[config.mk]
export PLATFORM = sky130hd
export DESIGN_NAME = ifetch_flat
export DESIGN_NICKNAME = d
export VERILOG_FILES = /design/src/rtl/ifetch_pkg.sv /design/src/rtl/ifetch_if.sv /design/src/rtl/ifetch_queue.sv /design/src/rtl/ifetch.sv /design/src/flat_wrapper.sv
export SDC_FILE = /design/constraint.sdc
export NUM_CORES = 1
export LEC_CHECK = 0
export CORE_MARGIN = 2
export CORE_UTILIZATION = 50
export DETAILED_ROUTE_END_ITERATION = 7
export GPL_ROUTABILITY_DRIVEN = 0
export PLACE_DENSITY = 0.83
export SLEW_MARGIN = 25
export SYNTH_ARGS = -nofsm -noshare
export SYNTH_HDL_FRONTEND = slang
export SYNTH_SLANG_ARGS = --single-unit
[constraint.sdc]
create_clock -name clk -period 2.1 [get_ports clk]
set_input_delay 0.42 -clock clk [delete_from_list [all_inputs] [get_ports clk]]
set_output_delay 0.42 -clock clk [all_outputs]
set_load 0.02 [all_outputs]
[src/rtl/ifetch_pkg.sv]
// ifetch_pkg -- shared definitions for the instruction-fetch stage.
//   state_t    : fetch FSM encoding (BOOT=0, RUN=1)
//   IQ_DEPTH   : depth of the fetch queue that buffers returned words
//   iq_entry_t : one queue entry {pc, inst} at the default 16/16 widths
//   can_issue  : occupancy rule that decides whether a new fetch may start
package ifetch_pkg;

  typedef enum logic {
    BOOT = 1'b0,
    RUN  = 1'b1
  } state_t;

  localparam int IQ_DEPTH = 2;
  localparam int DEF_AW   = 16;
  localparam int DEF_DW   = 16;

  typedef struct packed {
    logic [DEF_AW-1:0] pc;
    logic [DEF_DW-1:0] inst;
  } iq_entry_t;

  // A fetch may start when every word already owed to the queue (stored
  // entries plus the one returning this cycle), less the one leaving this
  // cycle, still leaves a free slot. Written as a + b < 2 + pop so the
  // arithmetic never goes negative.
  function automatic logic can_issue(input logic [1:0] count,
                                     input logic       inflight,
                                     input logic       pop);
    return ({1'b0, count} + {2'b00, inflight}) < (3'd2 + {2'b00, pop});
  endfunction

endpackage

[src/rtl/ifetch_if.sv]
// ifetch_if -- bundle of the fetch stage's memory-side and decode-side signals.
//   imem_addr   : word address presented to the synchronous instruction memory
//   imem_dout   : memory data for the address sampled at the previous edge
//   inst/inst_pc: instruction at the queue head and its PC
//   inst_valid  : head is valid
//   inst_ready  : decode takes the head this cycle
//   redirect    : kill queued and in-flight words, restart at redirect_pc
//   redirect_pc : restart address
// modport master: the fetch stage; modport slave: memory + decode side.
//
// Handshake: the head transfers on every edge where inst_valid and
// inst_ready are both 1. While inst_valid=1 and inst_ready=0, inst and
// inst_pc hold. inst_valid never depends on inst_ready. A redirect in the
// same cycle voids the transfer: the consumer drops its current instruction.
interface ifetch_if #(
  parameter int AW = 16,
  parameter int DW = 16
);

  logic [AW-1:0] imem_addr;
  logic [DW-1:0] imem_dout;
  logic [DW-1:0] inst;
  logic [AW-1:0] inst_pc;
  logic          inst_valid;
  logic          inst_ready;
  logic          redirect;
  logic [AW-1:0] redirect_pc;

  modport master (
    output imem_addr,
    input  imem_dout,
    output inst,
    output inst_pc,
    output inst_valid,
    input  inst_ready,
    input  redirect,
    input  redirect_pc
  );

  modport slave (
    input  imem_addr,
    output imem_dout,
    input  inst,
    input  inst_pc,
    input  inst_valid,
    output inst_ready,
    output redirect,
    output redirect_pc
  );

endinterface

[src/rtl/ifetch_queue.sv]
// ifetch_queue -- 2-entry synchronous FIFO of {pc, inst} fetch results.
//   clk, rst_n        : clock, asynchronous active-low reset (clears contents)
//   flush_i           : drop all entries; overrides push and pop
//   push_i            : write {push_pc_i, push_inst_i}
//   pop_i             : remove the head
//   count_o           : number of stored entries, 0..2
//   head_valid_o      : count_o != 0
//   head_pc_o/inst_o  : head entry, driven straight from storage
module ifetch_queue
  import ifetch_pkg::*;
#(
  parameter int AW = 16,
  parameter int DW = 16
) (
  input  logic          clk,
  input  logic          rst_n,
  input  logic          flush_i,
  input  logic          push_i,
  input  logic [AW-1:0] push_pc_i,
  input  logic [DW-1:0] push_inst_i,
  input  logic          pop_i,
  output logic [1:0]    count_o,
  output logic          head_valid_o,
  output logic [AW-1:0] head_pc_o,
  output logic [DW-1:0] head_inst_o
);

  localparam logic [1:0] FULL = 2'(IQ_DEPTH);

  // Two slots, so the read/write pointers are single bits.
  logic [AW-1:0] pc_mem_q   [IQ_DEPTH];
  logic [DW-1:0] inst_mem_q [IQ_DEPTH];
  logic          rd_ptr_q, rd_ptr_d;
  logic          wr_ptr_q, wr_ptr_d;
  logic [1:0]    count_q, count_d;
  logic          do_push, do_pop;

  always_comb begin
    do_pop   = pop_i & ~flush_i & (count_q != 2'd0);
    // A push into a full queue is accepted only if a pop frees a slot now.
    do_push  = push_i & ~flush_i & ((count_q != FULL) | do_pop);
    rd_ptr_d = rd_ptr_q;
    wr_ptr_d = wr_ptr_q;
    count_d  = count_q;
    if (flush_i) begin
      rd_ptr_d = 1'b0;
      wr_ptr_d = 1'b0;
      count_d  = 2'd0;
    end else begin
      if (do_push) wr_ptr_d = wr_ptr_q + 1'b1;
      if (do_pop)  rd_ptr_d = rd_ptr_q + 1'b1;
      case ({do_push, do_pop})
        2'b10:   count_d = count_q + 2'd1;
        2'b01:   count_d = count_q - 2'd1;
        default: count_d = count_q;
      endcase
    end
  end

  always_ff @(posedge clk or negedge rst_n) begin
    if (!rst_n) begin
      rd_ptr_q <= 1'b0;
      wr_ptr_q <= 1'b0;
      count_q  <= 2'd0;
    end else begin
      rd_ptr_q <= rd_ptr_d;
      wr_ptr_q <= wr_ptr_d;
      count_q  <= count_d;
    end
  end

  // Storage is cleared on reset so the head reads as zero out of reset.
  always_ff @(posedge clk or negedge rst_n) begin
    if (!rst_n) begin
      for (int i = 0; i < IQ_DEPTH; i++) begin
        pc_mem_q[i]   <= '0;
        inst_mem_q[i] <= '0;
      end
    end else if (do_push) begin
      pc_mem_q[wr_ptr_q]   <= push_pc_i;
      inst_mem_q[wr_ptr_q] <= push_inst_i;
    end
  end

  assign count_o      = count_q;
  assign head_valid_o = (count_q != 2'd0);
  assign head_pc_o    = pc_mem_q[rd_ptr_q];
  assign head_inst_o  = inst_mem_q[rd_ptr_q];

endmodule

[src/rtl/ifetch.sv]
// ifetch -- instruction-fetch stage in front of a synchronous-read memory.
// Issues word addresses, captures each word one cycle later into a 2-entry
// queue and hands the queue head to decode over valid/ready. A redirect
// flushes everything and restarts fetch at redirect_pc in the same cycle.
//   clk, rst_n  : clock, asynchronous active-low reset
//   bus         : ifetch_if.master (memory address/data, decode handshake,
//                 redirect)
//   state_o     : FSM state (BOOT/RUN), debug
//   count_o     : queue occupancy, debug
//   inflight_o  : a memory word is returning this cycle, debug
module ifetch
  import ifetch_pkg::*;
#(
  parameter int            DW       = 16,
  parameter int            AW       = 16,
  parameter logic [AW-1:0] RESET_PC = '0
) (
  input  logic       clk,
  input  logic       rst_n,
  ifetch_if.master   bus,
  output state_t     state_o,
  output logic [1:0] count_o,
  output logic       inflight_o
);

  state_t        state_q;
  logic [AW-1:0] pc_q, pc_d;
  logic          inflight_q, inflight_d;
  // Address of the fetch now in flight; tags the word when it returns.
  logic [AW-1:0] last_addr_q, last_addr_d;

  logic [AW-1:0] fetch_addr;
  logic          head_pop;
  logic          issue;
  logic          iq_push, iq_pop;
  logic [1:0]    iq_count;

  always_comb begin
    fetch_addr  = bus.redirect ? bus.redirect_pc : pc_q;
    head_pop    = bus.inst_valid & bus.inst_ready;
    // Redirect and BOOT always issue; otherwise issue only if the word can
    // be stored when it comes back, so the queue cannot overflow.
    issue       = bus.redirect | (state_q == BOOT) |
                  can_issue(iq_count, inflight_q, head_pop);
    pc_d        = pc_q;
    inflight_d  = 1'b0;
    last_addr_d = last_addr_q;
    if (issue) begin
      pc_d        = fetch_addr + AW'(1);
      inflight_d  = 1'b1;
      last_addr_d = fetch_addr;
    end
  end

  // Redirect kills the returning word and voids any pop in the same cycle.
  assign iq_push = inflight_q & ~bus.redirect;
  assign iq_pop  = head_pop & ~bus.redirect;

  always_ff @(posedge clk or negedge rst_n) begin
    if (!rst_n) begin
      state_q     <= BOOT;
      pc_q        <= RESET_PC;
      inflight_q  <= 1'b0;
      last_addr_q <= '0;
    end else begin
      case (state_q)
        BOOT: state_q <= RUN;
        RUN:  state_q <= RUN;
      endcase
      pc_q        <= pc_d;
      inflight_q  <= inflight_d;
      last_addr_q <= last_addr_d;
    end
  end

  ifetch_queue #(
    .AW (AW),
    .DW (DW)
  ) u_queue (
    .clk          (clk),
    .rst_n        (rst_n),
    .flush_i      (bus.redirect),
    .push_i       (iq_push),
    .push_pc_i    (last_addr_q),
    .push_inst_i  (bus.imem_dout),
    .pop_i        (iq_pop),
    .count_o      (iq_count),
    .head_valid_o (bus.inst_valid),
    .head_pc_o    (bus.inst_pc),
    .head_inst_o  (bus.inst)
  );

  assign bus.imem_addr = fetch_addr;
  assign state_o       = state_q;
  assign count_o       = iq_count;
  assign inflight_o    = inflight_q;

endmodule

[src/flat_wrapper.sv]
// flat-port wrapper written by rule: the top's interface ports become plain ports
module ifetch_flat import ifetch_pkg::*;
#(
  parameter int            DW       = 16,
  parameter int            AW       = 16,
  parameter logic [AW-1:0] RESET_PC = '0
)
  (clk, rst_n, state_o, count_o, inflight_o, bus_imem_addr, bus_imem_dout, bus_inst, bus_inst_pc, bus_inst_valid, bus_inst_ready, bus_redirect, bus_redirect_pc);
  ifetch_if #(.AW(AW), .DW(DW)) bus_i ();
  input  logic clk;
  input  logic rst_n;
  output state_t state_o;
  output logic [1:0] count_o;
  output logic inflight_o;
  output wire logic [$bits(bus_i.imem_addr)-1:0] bus_imem_addr;
  input wire logic [$bits(bus_i.imem_dout)-1:0] bus_imem_dout;
  output wire logic [$bits(bus_i.inst)-1:0] bus_inst;
  output wire logic [$bits(bus_i.inst_pc)-1:0] bus_inst_pc;
  output wire logic [$bits(bus_i.inst_valid)-1:0] bus_inst_valid;
  input wire logic [$bits(bus_i.inst_ready)-1:0] bus_inst_ready;
  input wire logic [$bits(bus_i.redirect)-1:0] bus_redirect;
  input wire logic [$bits(bus_i.redirect_pc)-1:0] bus_redirect_pc;
  assign bus_imem_addr = bus_i.imem_addr;
  assign bus_i.imem_dout = bus_imem_dout;
  assign bus_inst = bus_i.inst;
  assign bus_inst_pc = bus_i.inst_pc;
  assign bus_inst_valid = bus_i.inst_valid;
  assign bus_i.inst_ready = bus_inst_ready;
  assign bus_i.redirect = bus_redirect;
  assign bus_i.redirect_pc = bus_redirect_pc;
  ifetch #(.DW(DW), .AW(AW), .RESET_PC(RESET_PC)) u_core (.clk(clk), .rst_n(rst_n), .bus(bus_i), .state_o(state_o), .count_o(count_o), .inflight_o(inflight_o));
endmodule
==> results.md, run 1 <==
* Switching Fraction at 0.3269
* RSZ-0062 raised after global routing: no
* Effective utilization at floorplan at 0.5138
* Ratio of cells with drive above 1 in the final layout at 0.3699
* Clk sinks at 102
* Clock tree root buffer cell: clkbuf_8
* First-pass GRT wire length at ~17000 um
* Share of synthesized cell area in full adder, half adder and majority cells at 0.007509
* Number of levels the H-tree was split into at 3
* Share of total power in sequential cells at 0.419
* Routed vias at between 3000 and 4000
* I/O pin count at between 80 and 90
* Data arrival time of the worst path at 1.63 ns
* Fin. max-slew vios at 0
* Parity-gate share of the synthesized area counting xor and xnor cells at 0.02453
* Synthesis-to-layout area growth at 30.04%
* Die outline area at 10810 sq um
* Largest buffer count on any clock path at 2
* Synth unique cells at 51
* Combinational cell fraction of total power at 0.389
* Cell types occupying the most area after synthesis: dfrtp_1 (51%), mux2_2 (21%), mux2_4 (3.0%)
* Length of routed met2 wiring at 5257 um
* Die extent in x at 104.0 um
* Fin Setup TNS at 0 ns
* Total of flip-flops plus latches after synthesis at 102
* Share of total power in the clock network at 0.192
* GR Overflow Total at 0
* Avg Synthesized Cell Area at ~13 sq um
* Routed wl met3 at 382 um
* Slew headroom at 0.6646
* Commonest register cell after synthesis: dfrtp_1
* Leakage power total at just under 3 nW
* Post-route clock period utilization at 0.9761
* Antenna violations before repair at 0
* Detailed Routing Iterations Pass 1 at 4
* Cell Pwr Density at roughly 1100 nW/um^2
* Number of warning messages in the yosys log at 0
* Area of placed instances at 6262 sq um
* Total of buffers placed on input and output ports at 88
* Number of inserted diodes at 0
* Reported max-cap violation count at 0
* Main combinational cell family by area after synthesis: multiplexers
* Standard cell core area at 9729 sq um
* Height of the die at around 100 um
* Number of placed instances, taps included at around 640
* Maximum number of pins on one net before global-route repair at 44
* Worst skew pair latency at around 0.35 ns
* Peak VDD IR at 0.4149 mV
* Proportion of synthesized chip area in sequential cells at 0.5106
* WP data required at 1.68 ns
* Reported net switching power at 2.428 mW
* Area of the mapped netlist at 4999 sq um
* Fraction of the mapped netlist area in simple logic gates at 0.08561
* Count of hold-fix buffers inserted at cts at 0
* Class of the most critical hold timing path: in -> async
* Per-cell via count in the routed design at ~5.3
* Endpoints failing setup at 0
* Type of destination of the critical path: primary output
* Count of standard-cell rows at 36
* Pre-CTS setup slack at -0.2019 ns
* Final nets at 553
* Post-Layout Inst Area at 6500 sq um
* Non-Filler Instances at approximately 650
* Initial DRC Count at 150
* Ys async rst share at 1.000
* Top cell type's share of synthesized area at 0.5106
* Routed WL per cell at 16.21 um
* Synthesized netlist net count at approximately 430
* Time the worst path needs with I/O delays and setup at 2.050 ns
* Crit path max fanout at 16
* Number of buffers created by CTS at 9
* Number of synthesized flops with an enable pin at 0
* Synthesized instance count at approximately 390
* Top Layer Used: met4
* Clock tree from TritonCTS: done
* Int Pwr at approximately 5 mW
* Vias in the first global route at between 3000 and 4000
* Multiplexer fraction of the synthesized cell area at 0.2641
* Clock Skews at approximately 0.0082 ns
* Final number of hold-violating endpoints at 0
* Least setup slack across all paths after layout at 0.05012 ns
* Measured slew at the worst slew-check pin at 0.5031 ns
* Cell type with the largest total area after synthesis: dfrtp_1
* Post-detailed-route count of antenna-violating nets at 0
* Critical Path Start Type: flop
* GRT Total Usage at 0.2011
* WL final at 10570 um
* CP Class: reg -> out
* Half-perimeter wire length after detailed placement at 7607 um
* Highest achievable clock rate at between 0.4 and 0.5 GHz
* Clock-pin slew reported for the worst setup and hold paths after clock tree synthesis at roughly 0.09 ns
* Metal-1 WL at 4778 um
* DRC violations left at 0
* Fraction of the mapped netlist area in compound gates at 0.06258
* Final core area utilization at 0.6681
* Outcome: completed
==> state kept, by name, indices dropped and copies added (netlist names) <==
register                   count
u_core.u_queue.pc_mem_q       32
u_core.u_queue.count_o         2
u_core.last_addr_q            16
u_core.state_o                 1
u_core.u_queue.wr_ptr_q        1
u_core.u_queue.rd_ptr_q        1
u_core.u_queue.inst_mem_q     32
u_core.inflight_o              1
u_core.pc_q                   16
==> worst max-delay path: stages (launching register included) <==
cell	delay (ns)
dfrtp_2	0.44
buf_12	0.17
mux2_2	0.33
dlygate4sd2_1	0.32
==> metal layers <==
layer / GRT usage / vias to the layer above
met2: 0.3445 / 88
met5: 0 / -
met4: 0.07143 / 0
li1: - / 1617
met3: 0.03008 / 14
met1: 0.2610 / 1741
==> cells in the mapped netlist, types with 5 or more instances <==
| cell type | number |
|---|---|
| a21oi_1 | 19 |
| a21oi_2 | 5 |
| buf_6 | 10 |
| dfrtp_1 | 102 |
| inv_1 | 11 |
| mux2_2 | 93 |
| mux2_4 | 10 |
| mux2i_1 | 5 |
| nand2_1 | 15 |
| nand3_1 | 8 |
| nor2_1 | 39 |
| xnor2_1 | 8 |
| xor2_1 | 6 |
==> what timing repair did <==
item / CTS / global route
setup endpoints to repair: 47 / 32
endpoints found under the hold margin: 0 / 0
cloned: 0 / 0
setup buffers: 1 / 0
resized for setup: 45 / 34
==> per-stage QoR <==
stage                     hold WS, ns  total power, mW
after floorplan                0.1244            4.915
after global placement         0.4129            6.088
after detailed placement       0.4221            6.235
after CTS                     0.02328            7.454
after global routing          0.04924            7.835
final                         0.02387            7.428
==> logic make-up after synthesis <==
kind of cell / after synthesis
AOI/OAI and AO/OA: 42
xor gates and xnor gates: 14
adders and majority gates: 3
buffers and inverters: 32
DFF: 102
muxes: 113
other: 1
and+or+nand+nor: 82
==> cell type report <==
cell class | count | area [sq um]
tap | 133 | 166.4
timing repair buffer | 134 | 1269
clock inverter | 6 | 110.1
sequential | 102 | 2554
inverter | 12 | 45.04
multi-input combinational | 255 | 2228
clock buffer | 10 | 127.6
fill | 769 | 3229
==> cells in the final DEF, fill, tap and decap left out, types with 3 or more instances in the layout <==
cell and n:
dfrtp_1 101, mux2_2 93, buf_4 43, nor2_1 39, clkdlybuf4s50_1 38, clkdlybuf4s15_1 24
a21oi_1 19, dlygate4sd2_1 16, nand2_1 15, inv_1 11, mux2_4 10, clkbuf_8 9
nand3_1 8, xnor2_1 8, xor2_1 6, dlymetal6s2s_1 6, a21oi_2 5, buf_12 5
mux2i_1 4, nand4_1 4, o21ai_0 4, mux2i_2 3, ha_1 3, bufinv_16 3
==> power groups by stage <==
stage,logic (mW),registers [mW],clock network (mW)
after floorplan,1.91,3.00,0
after global placement,3.02,3.07,0
after detailed placement,3.10,3.14,0
after CTS,2.88,3.11,1.47
after global routing,3.09,3.19,1.55
final,2.89,3.11,1.43
==> final timing paths <==
check	startpoint	to	cells after the start	slack, ns
max	u_core.u_queue.rd_ptr_q$_DFFE_PN0P_	bus_inst[6]	3	0.05
min	rst_n	u_core.u_queue.inst_mem_q[4]$_DFFE_PN0P_	1	0.02
max reg2reg	u_core.pc_q[1]$_DFFE_PN0P_	u_core.pc_q[14]$_DFFE_PN0P_	7	0.24
min reg2reg	u_core.u_queue.pc_mem_q[8]$_DFFE_PN0P_	u_core.u_queue.pc_mem_q[8]$_DFFE_PN0P_	1	0.50
max in group asynchronous	rst_n	u_core.u_queue.inst_mem_q[24]$_DFFE_PN0P_	2	1.39
min in group clk	u_core.u_queue.pc_mem_q[8]$_DFFE_PN0P_	u_core.u_queue.pc_mem_q[8]$_DFFE_PN0P_	1	0.50
(Power assumes the default switching activity.)
==> run 2, diff against run 1 <==
--- a/config.mk
+++ b/config.mk
@@ -8,7 +8,6 @@
 export CORE_MARGIN = 2
 export CORE_UTILIZATION = 50
 export DETAILED_ROUTE_END_ITERATION = 7
-export GPL_ROUTABILITY_DRIVEN = 0
 export PLACE_DENSITY = 0.83
 export SLEW_MARGIN = 25
 export SYNTH_ARGS = -nofsm -noshare
==> results of run 2 <==
Same layout as run 1: the final DEF is identical, and so are final timing and power.
